`src/rtl/fft_bin_collector.sv`:
```
`default_nettype none
// ============================================================================
// Module   : fft_bin_collector
// Purpose  : Sink for the streaming 16-point FFT output. Each frame of N
//            consecutive bins is captured into one half of a ping-pong
//            buffer. The peak-magnitude bin is tracked while the frame is
//            captured. Complete frames are handed to downstream logic, which
//            reads the bins through a registered random-access port and
//            releases the bank with frame_ack.
// Revision : 1.0 - initial release
// ----------------------------------------------------------------------------
// Ports
//   clk          system clock, rising edge
//   reset_n      asynchronous active-low reset
//   in_x         bin value (signed, bit 0 = MSB, as on the FFT bus)
//   in_nd        bin strobe, high for N consecutive cycles per frame
//   in_ovf       FFT overflow flag, qualified by in_nd
//   frame_ready  a complete frame is held in the read bank
//   frame_ack    downstream releases the read bank (used only when ready)
//   rd_en        read strobe
//   rd_addr      bin index to read
//   rd_data      registered read data (bit 0 = MSB)
//   rd_valid     rd_data valid, one cycle after rd_en
//   peak_bin     index of the largest |bin| in the read-bank frame
//   peak_mag     |bin| at peak_bin, unsigned
//   overrun      sticky: a frame was dropped because the read bank was busy
//   frame_err    sticky: short frame, or in_ovf during capture
//   clr_err      synchronous clear of overrun and frame_err
// ============================================================================
module fft_bin_collector #(
  parameter int WIDTH = 24,
  parameter int N     = 16,
  parameter int LOG2N = 4
) (
  input  logic             clk,
  input  logic             reset_n,
  input  logic [0:WIDTH-1] in_x,
  input  logic             in_nd,
  input  logic             in_ovf,
  output logic             frame_ready,
  input  logic             frame_ack,
  input  logic             rd_en,
  input  logic [LOG2N-1:0] rd_addr,
  output logic [0:WIDTH-1] rd_data,
  output logic             rd_valid,
  output logic [LOG2N-1:0] peak_bin,
  output logic [WIDTH-1:0] peak_mag,
  output logic             overrun,
  output logic             frame_err,
  input  logic             clr_err
);

  localparam logic [LOG2N-1:0] LAST_IDX = LOG2N'(N - 1);
  localparam logic [WIDTH-1:0] MAG_MAX  = {1'b0, {(WIDTH-1){1'b1}}};
  localparam logic [WIDTH-1:0] VAL_MIN  = {1'b1, {(WIDTH-1){1'b0}}};

  typedef enum logic [0:0] {
    S_IDLE = 1'b0,
    S_FILL = 1'b1
  } state_t;

  // --------------------------------------------------------------------------
  // State
  // --------------------------------------------------------------------------
  state_t             state;
  state_t             state_nxt;
  logic [LOG2N-1:0]   cnt;
  logic [LOG2N-1:0]   cnt_nxt;

  logic               wr_bank;     // bank currently being filled
  logic               rd_bank;     // bank visible on the read port

  logic [WIDTH-1:0]   run_mag;     // running max of the frame being captured
  logic [LOG2N-1:0]   run_idx;

  logic [0:WIDTH-1]   mem [0:1][0:N-1];

  // --------------------------------------------------------------------------
  // Capture control decoded by the FSM
  // --------------------------------------------------------------------------
  logic               cap;         // a bin is written this cycle
  logic [LOG2N-1:0]   cap_idx;     // where it goes
  logic               first;       // it is bin 0 of a new frame
  logic               last;        // it is bin N-1, frame is complete
  logic               short_frame; // in_nd dropped before the frame completed

  always_ff @(posedge clk or negedge reset_n) begin
    if (!reset_n) begin
      state <= S_IDLE;
      cnt   <= '0;
    end else begin
      state <= state_nxt;
      cnt   <= cnt_nxt;
    end
  end

  always_comb begin
    state_nxt   = state;
    cnt_nxt     = cnt;
    cap         = 1'b0;
    cap_idx     = cnt;
    first       = 1'b0;
    last        = 1'b0;
    short_frame = 1'b0;
    case (state)
      S_IDLE: begin
        if (in_nd) begin
          cap       = 1'b1;
          cap_idx   = '0;
          first     = 1'b1;
          cnt_nxt   = LOG2N'(1);
          state_nxt = S_FILL;
        end
      end
      S_FILL: begin
        if (in_nd) begin
          cap = 1'b1;
          if (cnt == LAST_IDX) begin
            // Returning to IDLE lets a bin on the very next cycle open a
            // new frame, so back-to-back frames need no gap.
            last      = 1'b1;
            cnt_nxt   = '0;
            state_nxt = S_IDLE;
          end else begin
            cnt_nxt = cnt + LOG2N'(1);
          end
        end else begin
          short_frame = 1'b1;
          cnt_nxt     = '0;
          state_nxt   = S_IDLE;
        end
      end
      default: begin
        cnt_nxt   = '0;
        state_nxt = S_IDLE;
      end
    endcase
  end

  // --------------------------------------------------------------------------
  // Magnitude of the incoming bin. The most negative value has no positive
  // counterpart in WIDTH bits, so it saturates to the largest positive value.
  // --------------------------------------------------------------------------
  logic [WIDTH-1:0] x_raw;
  logic [WIDTH-1:0] x_mag;

  assign x_raw = in_x;

  always_comb begin
    if (x_raw == VAL_MIN) begin
      x_mag = MAG_MAX;
    end else if (x_raw[WIDTH-1]) begin
      x_mag = ~x_raw + WIDTH'(1);
    end else begin
      x_mag = x_raw;
    end
  end

  // --------------------------------------------------------------------------
  // Peak candidate including the bin on the bus this cycle. Bin 0 always
  // replaces the stale max from the previous frame; later bins need to be
  // strictly larger, so the lowest index wins a tie. The commit path uses
  // this candidate directly so bin N-1 is counted.
  // --------------------------------------------------------------------------
  logic [WIDTH-1:0] cand_mag;
  logic [LOG2N-1:0] cand_idx;

  always_comb begin
    cand_mag = run_mag;
    cand_idx = run_idx;
    if (cap && (first || (x_mag > run_mag))) begin
      cand_mag = x_mag;
      cand_idx = cap_idx;
    end
  end

  always_ff @(posedge clk or negedge reset_n) begin
    if (!reset_n) begin
      run_mag <= '0;
      run_idx <= '0;
    end else if (cap) begin
      run_mag <= cand_mag;
      run_idx <= cand_idx;
    end
  end

  // --------------------------------------------------------------------------
  // Commit. An ack on the same cycle frees the read bank before the new
  // frame looks at it, so the hand-over happens without a dropped frame.
  // --------------------------------------------------------------------------
  logic bank_free;
  logic commit_ok;
  logic commit_drop;
  logic err_set;

  assign bank_free   = ~frame_ready | frame_ack;
  assign commit_ok   = last & bank_free;
  assign commit_drop = last & ~bank_free;
  assign err_set     = short_frame | (cap & in_ovf);
  assign rd_bank     = ~wr_bank;

  always_ff @(posedge clk or negedge reset_n) begin
    if (!reset_n) begin
      wr_bank     <= 1'b0;
      frame_ready <= 1'b0;
      peak_bin    <= '0;
      peak_mag    <= '0;
    end else begin
      if (commit_ok) begin
        wr_bank     <= ~wr_bank;
        frame_ready <= 1'b1;
        peak_bin    <= cand_idx;
        peak_mag    <= cand_mag;
      end else if (frame_ack) begin
        frame_ready <= 1'b0;
      end
    end
  end

  // Sticky flags: a new event on the same cycle as clr_err keeps the flag set.
  always_ff @(posedge clk or negedge reset_n) begin
    if (!reset_n) begin
      overrun   <= 1'b0;
      frame_err <= 1'b0;
    end else begin
      if (commit_drop) begin
        overrun <= 1'b1;
      end else if (clr_err) begin
        overrun <= 1'b0;
      end
      if (err_set) begin
        frame_err <= 1'b1;
      end else if (clr_err) begin
        frame_err <= 1'b0;
      end
    end
  end

  // --------------------------------------------------------------------------
  // Storage. No reset: contents are only meaningful once a frame commits, and
  // a reset mid-frame simply leaves a partial frame that is never published.
  // --------------------------------------------------------------------------
  always_ff @(posedge clk) begin
    if (cap) begin
      mem[wr_bank][cap_idx] <= in_x;
    end
  end

  // Read port only ever addresses the read bank; the fill bank is private.
  always_ff @(posedge clk or negedge reset_n) begin
    if (!reset_n) begin
      rd_data  <= '0;
      rd_valid <= 1'b0;
    end else begin
      rd_valid <= rd_en;
      if (rd_en) begin
        rd_data <= mem[rd_bank][rd_addr];
      end
    end
  end

endmodule
`default_nettype wire

```
`config.mk`:
```
export PLATFORM = sky130hd
export DESIGN_NAME = fft_bin_collector
export DESIGN_NICKNAME = d
export VERILOG_FILES = /design/src/rtl/fft_bin_collector.sv
export SDC_FILE = /design/constraint.sdc
export NUM_CORES = 1
export LEC_CHECK = 0
export BUFFER_PORTS_ARGS = -buffer_cell sky130_fd_sc_hd__buf_2
export CORE_MARGIN = 2
export CORE_UTILIZATION = 35
export DETAILED_ROUTE_END_ITERATION = 8
export PLACE_DENSITY = 0.61
export RECOVER_POWER = 100
export SLEW_MARGIN = 0
export SYNTH_ARGS = -nofsm -noshare
export SYNTH_HDL_FRONTEND = slang
export SYNTH_SLANG_ARGS = --single-unit
```
`constraint.sdc`:
```
create_clock -name clk -period 4.9 [get_ports clk]
set_input_delay 1.225 -clock clk [delete_from_list [all_inputs] [get_ports clk]]
set_output_delay 1.225 -clock clk [all_outputs]
set_load 0.03 [all_outputs]
```
==> impl_metrics.ini <==
[status]
outcome = finished with violations
violations = capacitance limit, slew limit

[detailed_routing]
routed_wl_um = 86390
drt-vias-per-instance = 5.427
firstDrtPassIters = 5
wl_per_cell_um = 26.76
ant_nets = 0
dr_total_vias = 17520
drtIter0Drc = 1870
drc = 0

[clock_tree]
hold_buffers = 0
cts_tree = done
cts_buffer_depth = 3
cts.repair.resized = 0
htree_levels = 3
insertion_delay_ns = 0.65
numCtsBuffers = 85
post_cts_buffers = 0
clk_pin_slew_ns = 0.06
cts-root-buf = clkbuf_16
numClockSinks = 858

[synth]
synth_fa_ha_area_share_pct = 0.9576
synthesis.area_um2 = 33970
ys_top_cells_by_count = 768 x edfxtp_1, 240 x mux4_2, 99 x nor2_1
synthCells = 1646
synth_warnings = 0
synth_xor_area_share_pct = 0.3609
yosys.area_share.simple_pct = 2.888
syn-num-nets = 1707
synth_compound_area_share_pct = 2.225
synth_edf_count = 768
synth.area.mux_share_pct = 17.65
synth_seq_cells = 858
synth_top_area_cell = edfxtp_1
yosysSeqAreaShare_pct = 74.52
synthArstFlopShare_pct = 10.49
synth.top_cell.area_share_pct = 67.89
syn_avg_cell_area_um2 = 20.64
yosysMostFrequentCell = edfxtp_1
synth_flop_cell = edfxtp_1
synth_top_family_by_area = multiplexers
synthDistinctLibCells = 55
synth.top_cells.by_area = edfxtp_1 68%, mux4_2 16%, dfrtp_1 6.6%, nor2_1 1.1%, ha_1 0.96%

[sta]
tightest_slew_ns = 2.452
slew_violations = 389
rsz0062_at_grt = no
setup_violations = 0
finalHoldViolations = 0
finClkSkew_ns = 0.02785
hold_slack_ns = 0.4916
slew_headroom_pct = -63.46
final.setup.worst_slack_ns = 0.2997
fin_crit_sh_pct = 93.88
finalSetupTns_ns = 0
fin_crit_ns = 4.600
fmax_mhz = 217.4

[power_and_ir_drop]
clkPwrFrac_pct = 40.2
peakVddDrop_uv = 238.0
sw_frac_of_total_pct = 22.82
p_int_mw = 12.19
p_per_area_nw_per_um2 = 401.4
power_leakage_nw = 12.83
p_comb_share_pct = 7.5
p_seq_share_pct = 52.2
p_total_mw = 15.80
power_switching_mw = 3.606

[floorplan]
initial_core_util_pct = 35.23
die_x_um = 315.5
rows = 114
io-pin-count = 91
dieArea_um2 = 99570
design.core.area_um2 = 96420
die_h_um = 315.5

[worst_hold_path]
min_delay_path_depth = 2
hp-start = peak_mag[9]$_DFFE_PN0P_
worstHoldPathType = reg -> reg

[worst_setup_path]
crit_path_end_kind = flop
r2r_cells = 5
path_class = in -> reg
cp.required_ns = 5.41
timing.rr.start = wr_bank$_DFFE_PN0P_
crit_start = in_x[9]
crit_arrival_ns = 5.11
crit_path_start_kind = input port
path_max_fanout = 34

[finish]
fin_cells = 3228
area_growth_pct = 15.86
final_area_um2 = 39360
nets = 1944
final_core_util_pct = 40.82
antenna_cells = 0
nFillCells = 8598
layout.area.seq_um2 = 25320
drive_above_1_share_pct = 26.08
multi_input_area_um2 = 8294

[placed_design]
placed_cell_area_um2 = 37140
place_inst = 3072
dp_slack_ns = -0.1523
gp_congestion = 0.7956
port_buffers = 90
hpwl_um = 51430

[global_routing]
antenna_found_initial = 2
grt_pass1_wl_um = 125300
grt_max_degree = 69
grt-ovfl-total = 0
grt_usage_pct = 17.51
grt_pass1_vias = 17960

[flow_run]
maxCapViolCount = 15
==> sequential cells by signal, summed over array words and instances (netlist names) <==
signal	count
mem	768
peak_mag	24
wr_bank	1
run_mag	24
frame_err	1
overrun	1
rd_data	24
frame_ready	1
peak_bin	4
state	1
rd_valid	1
run_idx	4
cnt	4
==> metal layers <==
layer | GRT usage [%] | vias to the layer above | part of all wire [%]
met4 | 4.556 | 2 | 2.6
li1 | - | 7247 | -
met3 | 3.345 | 121 | 7.4
met2 | 27.24 | 680 | 47
met1 | 25.42 | 9469 | 43
met5 | 0 | - | 0.014
==> cell families after synthesis <==
logic type	Yosys count
XOR/XNOR	14
AO/OA/AOI/OAI	125
buffers and inverters	115
flip-flops	858
multiplexers	296
AND/OR/NAND/NOR	212
adder cells (fa/ha/maj)	26
==> area by class of cell <==
cell class / instances / share of cell area, %
inverters: 34 / 0.3243
repair buffers: 231 / 3.325
multi-input cells: 673 / 21.07
clock buffers: 113 / 5.884
clock inverters: 43 / 1.017
well taps: 1276 / 4.056
flip-flops and latches: 858 / 64.32
==> layout by cell type, fill, tap and decap left out, types with 4 or more instances in the layout <==
cell type	netlist	final
clkinv_2	0	10
nand3b_1	4	4
clkbuf_16	0	88
clkinv_1	0	19
ha_1	26	26
clkbuf_1	48	132
nand2_1	50	51
nor2_4	0	14
clkbuf_2	0	27
dfrtp_1	90	89
nor4_1	5	5
buf_12	0	5
and3_1	9	9
edfxtp_1	768	768
nand4_1	9	9
xor2_1	12	12
o31ai_1	4	4
nor2_1	99	82
a221o_1	8	8
inv_1	34	34
nor3_1	9	9
mux2_2	6	6
buf_2	24	7
bufinv_16	0	5
mux2i_1	32	32
buf_4	0	79
o21ai_0	29	29
nor2b_1	5	4
a21oi_1	60	60
mux4_2	240	240
nand3_1	7	7
mux2_1	18	18
==> worst paths after layout <==
kind / endpoint / slack (ns)
worst max-delay path: peak_mag[1]$_DFFE_PN0P_ / 0.30
worst min-delay path: peak_mag[9]$_DFFE_PN0P_ / 0.49
worst max register to register: mem[0][43]$_DFFE_PP_ / 0.48
worst min register to register: peak_mag[9]$_DFFE_PN0P_ / 0.49
max in group asynchronous: rd_data[10]$_DFFE_PN0P_ / 1.59
min in group asynchronous: run_mag[4]$_DFFE_PN0P_ / 1.07
==> power by group through the flow <==
stage	Clock [mW]	Combinational (mW)	Sequential (mW)
6_report	6.36	1.19	8.25
4_1_cts	6.48	1.23	8.24
3_3_place_gp	0	1.19	8.39
3_5_place_dp	0	1.23	8.40
5_1_grt	6.77	1.31	8.27
2_1_floorplan	0	0.654	8.41
==> critical path, stage by stage <==
cell,delay [ns]
clkbuf_1,0.18
clkbuf_1,1.11
a21oi_1,0.34
ha_1,0.45
nand4_1,0.12
buf_4,0.15
nor4_1,0.29
buf_4,0.18
o21a_1,0.13
o21a_1,0.32
nor2_1,0.11
clkbuf_2,0.22
a221o_1,0.31
Note: power is estimated with default switching activity, not from simulation.
